==> config.mk <==
export PLATFORM = sky130hd
export DESIGN_NAME = csr_debug_bridge
export DESIGN_NICKNAME = d
export VERILOG_FILES = /design/src/rtl/csr_debug_bridge.sv
export SDC_FILE = /design/constraint.sdc
export NUM_CORES = 1
export LEC_CHECK = 0
export BUFFER_PORTS_ARGS = -buffer_cell sky130_fd_sc_hd__clkbuf_2
export CORE_ASPECT_RATIO = 1.2
export CORE_MARGIN = 2
export CORE_UTILIZATION = 49
export DETAILED_ROUTE_END_ITERATION = 10
export GPL_TIMING_DRIVEN = 0
export PLACE_DENSITY = 0.88
export SETUP_SLACK_MARGIN = 0.2
export SYNTH_ARGS = -nofsm -noshare
export SYNTH_HDL_FRONTEND = slang
export SYNTH_SLANG_ARGS = --single-unit
==> constraint.sdc <==
create_clock -name clk -period 4.13 [get_ports clk]
set_clock_uncertainty 0.2 [all_clocks]
set_input_delay 0.413 -clock clk [delete_from_list [all_inputs] [get_ports clk]]
set_output_delay 0.413 -clock clk [all_outputs]
set_load 0.02 [all_outputs]
==> src/rtl/csr_debug_bridge.sv <==
// Host/debug bridge into the CSR file. It waits for the core to release the
// port, then does a local read-modify-write and returns the old value.
package Bundle;
  typedef enum logic [2:0] {
    CSR_N = 3'd0,
    CSR_R = 3'd2,
    CSR_I = 3'd4,
    CSR_W = 3'd5,
    CSR_S = 3'd6,
    CSR_C = 3'd7
  } ControlRegisterCommand;
endpackage

// state  | meaning
// IDLE   | ready for a host request
// STALL  | core stalled, waiting for it to drive CSR_N (bounded by timeout)
// READ   | bridge owns the port, captures old value
// WRITE  | bridge owns the port, writes the resolved new value
// RESP   | response held until the host accepts it
module csr_debug_bridge #(
  parameter int width   = 32,
  parameter int timeout = 16
) (
  input  logic                          clk,
  input  logic                          reset_n,
  input  logic                          req_valid,
  output logic                          req_ready,
  input  logic [1:0]                    req_op,
  input  logic [11:0]                   req_addr,
  input  logic [width-1:0]              req_data,
  output logic                          resp_valid,
  input  logic                          resp_ready,
  output logic [width-1:0]              resp_rdata,
  output logic                          resp_err,
  input  Bundle::ControlRegisterCommand core_csr_cmd,
  input  logic [11:0]                   core_csr,
  input  logic [width-1:0]              core_csr_wdata,
  output logic                          core_stall,
  output Bundle::ControlRegisterCommand csr_cmd,
  output logic [11:0]                   csr,
  output logic [width-1:0]              csr_wdata,
  input  logic [width-1:0]              csr_rdata
);
  localparam int CW = $clog2(timeout + 1);
  localparam logic [CW-1:0] TO_LOAD = CW'(timeout);

  localparam logic [1:0] OP_READ  = 2'd0;
  localparam logic [1:0] OP_WRITE = 2'd1;
  localparam logic [1:0] OP_SET   = 2'd2;
  localparam logic [1:0] OP_CLEAR = 2'd3;

  typedef enum logic [2:0] {S_IDLE, S_STALL, S_READ, S_WRITE, S_RESP} state_t;

  state_t           state_q, state_d;
  logic [1:0]       op_q, op_d;
  logic [11:0]      addr_q, addr_d;
  logic [width-1:0] data_q, data_d;
  logic [CW-1:0]    cnt_q, cnt_d;
  logic [width-1:0] rdata_q, rdata_d;
  logic             err_q, err_d;
  logic [width-1:0] new_val;
  logic             bridge_own;

  always_ff @(posedge clk) begin
    if (!reset_n) begin
      state_q <= S_IDLE;
      op_q    <= '0;
      addr_q  <= '0;
      data_q  <= '0;
      cnt_q   <= '0;
      rdata_q <= '0;
      err_q   <= 1'b0;
    end else begin
      state_q <= state_d;
      op_q    <= op_d;
      addr_q  <= addr_d;
      data_q  <= data_d;
      cnt_q   <= cnt_d;
      rdata_q <= rdata_d;
      err_q   <= err_d;
    end
  end

  always_comb begin
    state_d = state_q;
    op_d    = op_q;
    addr_d  = addr_q;
    data_d  = data_q;
    cnt_d   = cnt_q;
    rdata_d = rdata_q;
    err_d   = err_q;
    case (state_q)
      S_IDLE: begin
        if (req_valid) begin
          op_d    = req_op;
          addr_d  = req_addr;
          data_d  = req_data;
          cnt_d   = TO_LOAD;
          state_d = S_STALL;
        end
      end
      S_STALL: begin
        if (core_csr_cmd == Bundle::CSR_N) begin
          state_d = S_READ;
        end else begin
          cnt_d = cnt_q - CW'(1);
          if (cnt_d == '0) begin
            state_d = S_RESP;
            err_d   = 1'b1;
            rdata_d = '0;
          end
        end
      end
      S_READ: begin
        rdata_d = csr_rdata;
        state_d = (op_q == OP_READ) ? S_RESP : S_WRITE;
      end
      S_WRITE: state_d = S_RESP;
      S_RESP: begin
        if (resp_ready) begin
          state_d = S_IDLE;
          err_d   = 1'b0;
        end
      end
      default: state_d = S_IDLE;
    endcase
  end

  // rdata_q holds the old value captured in READ; it is also the response.
  always_comb begin
    case (op_q)
      OP_WRITE: new_val = data_q;
      OP_SET:   new_val = rdata_q | data_q;
      OP_CLEAR: new_val = rdata_q & ~data_q;
      default:  new_val = rdata_q;
    endcase
  end

  // Reset releases the port immediately, even mid-access.
  assign bridge_own = reset_n && ((state_q == S_READ) || (state_q == S_WRITE));

  assign csr_cmd    = bridge_own ? ((state_q == S_WRITE) ? Bundle::CSR_W : Bundle::CSR_N)
                                 : core_csr_cmd;
  assign csr        = bridge_own ? addr_q  : core_csr;
  assign csr_wdata  = bridge_own ? new_val : core_csr_wdata;

  assign req_ready  = (state_q == S_IDLE);
  assign resp_valid = (state_q == S_RESP);
  assign resp_rdata = rdata_q;
  assign resp_err   = err_q;
  assign core_stall = (state_q == S_STALL) || (state_q == S_READ) || (state_q == S_WRITE);
endmodule

## Word level (Yosys, flattened, before mapping)

Cells that the tools add are included.

| operators by class | value |
|---|---|
| multiplexer cells | 21 |
| reduce and logical (&&, ||, !) cells | 16 |
| add/subtract/negate cells | 1 |
| eq/ne operators | 12 |
| bitwise operators | 3 |

Operators with widths:

| kind | number |
|---|---|
| $mux 32 | 3 |
| $pmux 32 s3 | 1 |
| $pmux 32 s2 | 1 |
| $and 32x32->32 | 1 |
| $not 32->32 | 1 |
| $or 32x32->32 | 1 |
| $mux 3 | 7 |
| $pmux 3 s5 | 1 |
| $mux 12 | 1 |
| $mux 5 | 2 |
| $pmux 5 s2 | 1 |
| $reduce_and 3->1 | 3 |
| $eq 3x2->1 const B | 2 |
| $logic_not 3->1 | 2 |
| $ne 2x2->1 const B | 3 |
| $reduce_bool 2->1 | 3 |
| $logic_not 5->1 | 1 |
| $sub 5x1->5 const B | 1 |
| $eq 2x2->1 const B | 2 |
| $reduce_and 4->1 | 1 |
| $eq 3x1->1 const B | 1 |
| $eq 3x3->1 const B | 1 |
| $logic_or 1x1->1 | 3 |
| $mux 1 | 3 |
| 7 further kinds | 7 |

| word-level totals | value |
|---|---|
| register bits after elaboration | 87 |
| output and inout bits | 83 |

## Longest topological paths before layout

Gate-level depths: netlist of the first run.

| depth | value |
|---|---|
| depth in word-level cells | 5 |
| gate-level depth with buffers | 7 |
| mapped depth without buffers | 6 |

## Worst setup path after synthesis of the first run

OpenSTA, ideal clock, no wires.

| timing | value |
|---|---|
| path type | register -> output |
| from | register op_q[0] |
| to | output csr_wdata[10] |
| data arrival time | 1646 ps |
| cell stages (with the launch flop) | 8 |
| slack | 1871 ps |
| path through | dfxtp_1 > clkbuf_1 > and2_1 > clkbuf_1 > buf_2 > nand2_1 > o21ai_0 > o31ai_1 |

| on the way | value |
|---|---|
| cells in the longest elaborated chain, start to end | 3 |
| elaborated cells on any way between the ends | 5 |

RTL lines:

| element | line | RTL |
|---|---|---|
| start: declaration | 55 | `logic [1:0] op_q, op_d;` |
| start signal: assignment | 75 | `op_q <= op_d;` |
| $eq 2x2->1 / $eq 2x1->1 (equally long branches) | 131 | `case (op_q)` |
| $pmux 32 s3 (*) | 131 |  |
| $mux 32 (*) | 145 | `assign csr_wdata = bridge_own ? new_val : core_csr_wdata;` |
| end: declaration | 41 | `output logic [width-1:0] csr_wdata,` |

Every way passes the cells marked *; elsewhere a longest branch is shown, timed or not.

## Final worst setup path of the first run

| timing | value |
|---|---|
| from | register state_q[1] |
| to | output csr_wdata[16] |

| on the way | value |
|---|---|
| cells in the longest elaborated chain, start to end | 4 |
| elaborated cells on any way between the ends | 5 |

RTL lines:

| element | line | RTL |
|---|---|---|
| start: declaration | 54 | `state_t state_q, state_d;` |
| start signal: assignment | 74 | `state_q <= state_d;` |
| $eq 3x2->1 | 140 | `assign bridge_own = reset_n && ((state_q == S_READ) \|\| (state_q == S_WRITE));` |
| $logic_or 1x1->1 (*) | 140 |  |
| $logic_and 1x1->1 (*) | 140 |  |
| $mux 32 (*) | 145 |  |

Marked as above.

==> results of run 1 <==
==> synth_stat cells, types with 3 or more instances <==
master,count
o21ai_0,28
a21o_1,7
a22o_1,32
o31ai_1,25
nand3b_1,4
xnor2_1,7
nor2_1,13
clkbuf_1,31
a21oi_1,86
dfxtp_1,87
nor3_1,3
nand2_1,147
inv_1,3
mux2_2,14
a211oi_1,8
and2_1,5
buf_2,13
nand3_1,3
==> power groups by stage <==
stage	sequential [mW]	clock, mW	combinational, mW
CTS	0.937	0.682	0.464
detailed placement	0.957	0	0.464
finish	0.939	0.673	0.465
global route	0.946	0.715	0.515
floorplan	0.952	0	0.293
global placement	0.953	0	0.447
==> stage by stage <==
step	power [mW]	hold WS [ps]	cells	utilization (%)
CTS	2.08	57.7	885	66.6
finish	2.08	72.4	885	66.6
detailed placement	1.42	248	869	63.9
global route	2.18	68.5	885	66.6
floorplan	1.25	234	541	-
global placement	1.40	241	869	63.9
==> tightest hold or removal path, stage by stage <==
cell	delay [ps]
clkbuf_2	80
nand2_1	40
a21oi_1	50
==> worst min-delay path by stage <==
stage	end	from	slack, ps	cells past startpoint
after global routing	resp_rdata[0]	csr_rdata[0]	70	2
final	data_q[6]	req_data[6]	70	3
after floorplan	addr_q[0]	addr_q[0]	230	2
after CTS	data_q[6]	req_data[6]	60	3
after detailed placement	addr_q[4]	addr_q[4]	250	2
after global placement	addr_q[4]	addr_q[4]	240	2
==> cells by family (layout without fill, tap and decap cells) <==
group / Yosys count / after routing / synth area share [%]
flip-flops: 87 / 87 / 41.4
adder cells (fa/ha/maj): 2 / 2 / 0.594
multiplexers: 16 / 16 / 4.22
AO/OA/AOI/OAI: 195 / 195 / 29.3
AND/OR/NAND/NOR: 186 / 186 / 18.4
buffers and inverters: 48 / 275 / 4.67
XOR/XNOR: 7 / 7 / 1.46
==> area by class of cell <==
cell class	count	area [um2]
fillers	736	2830
multi-input cells	406	2270
flip-flops and latches	87	1740
repair buffers	211	1060
plain buffers	44	181
clock buffers	11	151
well taps	117	146
clock inverters	5	80.1
inverters	4	15.0
==> flip-flops by register name (all words and copies together), names as in the netlist <==
register    cells
resp_err        1
cnt_q           5
op_q            2
state_q         3
resp_rdata     32
addr_q         12
data_q         32
==> layer usage <==
layer,GRT usage (%),up-vias
li1,-,2357
met1,33.5,2192
met2,47.1,227
met3,3.45,20
met4,10.5,0
met5,0,-
==> metrics.txt, run 1 <==
FFs w/ async S/R, synth 0%; max layer used met4; Crit path max-delay family buffers and inverters; area share of the largest cell type after synthesis 41.4%; worst setup margin 1030 ps; final period utilization roughly three quarters; hpwl dp 10100 um; sw power 0.627 mW; Seq pwr share 45.2%; diode count 0; slowest stage delay, CP 450 ps; GPL Wtd Cong about 0.87; Required @ worst endpoint approximately 3500 ps; post-CTS setup buffer count 0; fin crit period around 3100 ps; worst vdd ir 0.234 mV; synthesized area approximately 4200 um2; Cell Rows 37; worst-skew pair later-pin latency 350 ps; Synth Register Bits 87; synth top area cells dfxtp_1 41%, nand2_1 13%, a21oi_1 10%; share of post-route cells with drive strength above 1 33.3%; Comb power frac 22.4%; Antenna Nets Post-Route 0; First-pass DRT Iterations 4; Vias 4796; Cell variety after synth 39; power share of the clock group between 30% and 40%; status completed; syn_area_per_cell 7.78 um2; Mapped Nets 672; Layout area overhead 34.1%; CP max FO 10; 1st-iter DRT viols 199; clk slew on worst S/H paths 90 ps; core box area 8470 um2; crit path cell chain clkbuf_1, nand3b_1, buf_2, clkbuf_1, nand2_1, o31ai_1, clkbuf_2; Routed WL 13200 um; Num CTS Buffers 9; post_cts resized 0; Post-synth EDFFs 0; Hold Path Class in -> reg; most common cell after layout, fill and taps aside clkbuf_2; Final #Nets ~890; M1 wire length 5540 um; worst reg2reg endpoint resp_rdata[22]; met2 WL 6660 um; Ports 212; reg2reg setup slack 1820 ps; CP Data Arrival Time 2490 ps; design area 5640 um2; worst-case clock buffer depth 2; vias in the first global route 4303; Setup crit start state_q[1]; most frequent cell on the critical path clkbuf_1; first-pass GRT wire length 20000 um; CP startpoint kind flip-flop; RSZ-0062 raised after global routing false; WL/cell around 15 um; # Max-Cap Violations 0; CTS root buf clkbuf_8; most frequent cells in the layout 211 x clkbuf_2, 147 x nand2_1, 87 x dfxtp_1; Buffers on Ports 211; area of the die 9350 um2; crit end category output port; FF-to-FF Start cnt_q[0]; Fmax about 320 MHz; Remaining DRCs 0; drt via density between 5 and 6; initial core utilization 49.7%; Rel. slew slack 58.8%; largest net degree at the start of global routing 15; antenna violations before repair 0; post-cts hold buffer count 0; sequential share of the synthesized area 41.4%; worst setup path end csr_wdata[16]; P_int 1.45 mW; final setup TNS 0 ps; Die Y about 110 um; Buf/Inv on CP 4; most common flop cell mapped by yosys dfxtp_1; Final setup viols 0; Final Hold Fails 0; GR Overflow Total 0; Final Max Slew Viols 0; Gate Count Post-Synth approximately 540; PwrDens 368 nW/um2; critical path depth 7; H-Tree Depth 3; all-layer global routing usage 27.1%; P_leak 2.55 nW; CTS sink count 87; YS warnings 0; placed inst area 5410 um2; CTS tree done; Reg2Reg Depth 7; Place WS 1380 ps; Slew @ Worst Pin about 620 ps; CP max stage cell clkbuf_1; Synth area leader dfxtp_1; critical path type reg -> out; die width 88.6 um; wire length on met3 roughly 810 um; Net Sw Frac 30.2%
No activity file was read; power rests on OpenSTA's default activity.
==> run 2, diff against run 1 <==
Settings changed: CORE_UTILIZATION 49 to 46, PLACE_DENSITY 0.88 to 0.84.
Clock period 4.13 ns to 3 ns, I/O delays scaled along.
==> run 2 against run 1 <==
Effect of this change:
- utilization grew 4.0 points
- sequential power grew 37%
- cell count rose by 8.8%
- critical path type unchanged
- largest power group unchanged
==> metrics.txt, run 2 (synthesized netlist as in run 1, its figures left out) <==
status completed; Layout area overhead 50.8%; most frequent cells in the layout 222 x clkbuf_2, 147 x nand2_1, 87 x dfxtp_1; post-CTS setup buffer count 0 (unchanged); First-pass DRT Iterations 5 (+1); Vias 5356 (+12%); Comb power frac 27.5% (+5.1 points); reg2reg setup slack 760 ps (-1060 ps); fin crit period 2690 ps; Buf/Inv on CP 3 (-1); CTS tree done; sw power 0.875 mW (+39%); Ports 212 (unchanged); most common cell after layout, fill and taps aside clkbuf_2; area of the die 9930 um2 (+6.2%); hold path depth 3 (unchanged); Num CTS Buffers 9 (unchanged); crit end category output port; initial core utilization 46.8% (-2.8 points); H-Tree Depth 3 (unchanged); diode count 0 (unchanged); WL/cell 16.4 um (+9.6%); Die Y 109 um (+3.1%); final setup TNS 0 ps (unchanged); Slew @ Worst Pin 561 ps (-57.5 ps); Hold Path Class in -> reg; core box area 8990 um2 (+6.1%); share of post-route cells with drive strength above 1 31.1% (-2.3 points); CP startpoint kind flip-flop; # Max-Cap Violations 0 (unchanged); crit path cell chain clkbuf_2, nand3b_1, clkbuf_2, a211oi_1, a21o_1, clkbuf_2; Buffers on Ports 211 (unchanged); Final Hold Fails 0 (unchanged); clk slew on worst S/H paths 70 ps (-20 ps); PwrDens 428 nW/um2 (+16%); CTS sink count 87 (unchanged); GPL Wtd Cong 0.845 (-2.5%); CP Data Arrival Time 2190 ps (-300 ps); Required @ worst endpoint 2500 ps (-1020 ps); Fmax 371 MHz; first-pass GRT wire length 24400 um (+22%); worst-skew pair later-pin latency 350 ps (about the same); vias in the first global route 5243 (+22%); critical path type reg -> out; Rel. slew slack 62.6% (+3.8 points); worst vdd ir 0.262 mV (+12%); Antenna Nets Post-Route 0 (unchanged); Final Max Slew Viols 0 (unchanged); Final setup viols 0 (unchanged); Reg2Reg Depth 7 (unchanged); Seq pwr share 47.5% (+2.3 points); RSZ-0062 raised after global routing false; CTS root buf clkbuf_8; Routed WL 15800 um (+19%); FF-to-FF Start cnt_q[0]; CP max stage cell dfxtp_1; worst-case clock buffer depth 2 (unchanged); fillers 714 (-3.0%); Cell Rows 38 (+2.7%); P_int 1.84 mW (+27%); Remaining DRCs 0 (unchanged); worst reg2reg endpoint resp_rdata[31]; WHS Endpoint addr_q[10]; GR Overflow Total 0 (unchanged); slowest stage delay, CP 370 ps (-80 ps); 1st-iter DRT viols 282 (+42%); Net Sw Frac 32.2% (+2.0 points); P_leak 2.87 nW (+13%); largest net degree at the start of global routing 13 (-2); most frequent cell on the critical path clkbuf_2; antenna violations before repair 0 (unchanged); all-layer global routing usage 30.9% (+3.8 points); hpwl dp 10500 um (+4.4%); CP max FO 10 (unchanged); final period utilization 89.8%; power share of the clock group 25.0% (-7.4 points); hold path startpoint req_addr[10]; Crit path max-delay family buffers and inverters; die width 91.3 um (+3.1%); drt via density 5.56 (+2.6%); Final #Nets 971 (+8.6%); Final Util 70.6% (+4.0 points)
[run 2: cell types whose count changed in the layout (fill, tap and decap cells not counted), sizes merged]
| cell | delta |
|---|---|
| clkinvlp | -2 |
| clkinv | +1 |
| clkbuf | +1 |
| dlygate4sd3 | +77 |
| bufinv | -2 |
[run 2: routing by layer]
| metal | routed length, um | vias up | share of wire [%] | track usage [%] |
|---|---|---|---|---|
| met2 | 8020 | 332 | 51 | 56.2 |
| met1 | 5970 | 2473 | 38 | 34.8 |
| met3 | 1270 | 49 | 8.1 | 6.08 |
| met5 | 0 | - | 0 | 0 |
| met4 | 535 | 0 | 3.4 | 14.9 |
| li1 | - | 2502 | - | - |
[run 2: through the flow]
stage / total power [mW] / hold WS (ps) / setup WS, ps / instances / instance area (um2)
global placement: 1.94 / 239 / 377 / 872 / 5420
detailed placement: 1.97 / 252 / 407 / 872 / 5420
floorplan: 1.71 / 233 / 854 / 541 / 4210
CTS: 2.71 / 6.62 / 220 / 962 / 6330
global route: 2.86 / 30.1 / 208 / 963 / 6350
finish: 2.72 / 37.5 / 305 / 963 / 6350
[run 2: worst min-delay path: stages]
cell      delay [ps]
clkbuf_2          80
nand2_1           70
a21oi_1           80
[run 2: final cells by class]
class	count	area [um2]	share of cell area, %
plain buffers	44	198	3.11
clock buffers	12	135	2.13
clock inverters	2	10.0	0.158
inverters	4	15.0	0.237
multi-input cells	406	2270	35.8
flip-flops and latches	87	1740	27.4
well taps	120	150	2.37
repair buffers	288	1830	28.8
[run 2: how the worst max path moves through the flow]
| stage | startpoint | end | slack (ps) | cells after the start |
|---|---|---|---|---|
| global placement | state_q[1] | csr_wdata[17] | 380 | 7 |
| detailed placement | state_q[1] | csr_wdata[17] | 410 | 7 |
| floorplan | op_q[0] | csr_wdata[10] | 850 | 7 |
| finish | state_q[1] | csr_wdata[28] | 310 | 6 |
| CTS | state_q[2] | csr_wdata[17] | 220 | 7 |
| global route | state_q[1] | csr_wdata[28] | 210 | 6 |
[run 2: what timing repair did]
item / CTS / global route
endpoints found under the hold margin: 76 / 1
gates resized for setup: 5 / 14
hold buffers: 76 / 1
pin swaps: 1 / 0
setup endpoints to repair: 18 / 20
[run 2: power groups by stage]
stage                     combinational [mW]  sequential, mW  clock (mW)
after floorplan                        0.404            1.31           0
after global placement                 0.627            1.31           0
after detailed placement               0.649            1.32           0
after CTS                              0.731            1.29       0.694
after global routing                   0.813            1.30       0.743
final                                  0.746            1.29       0.680
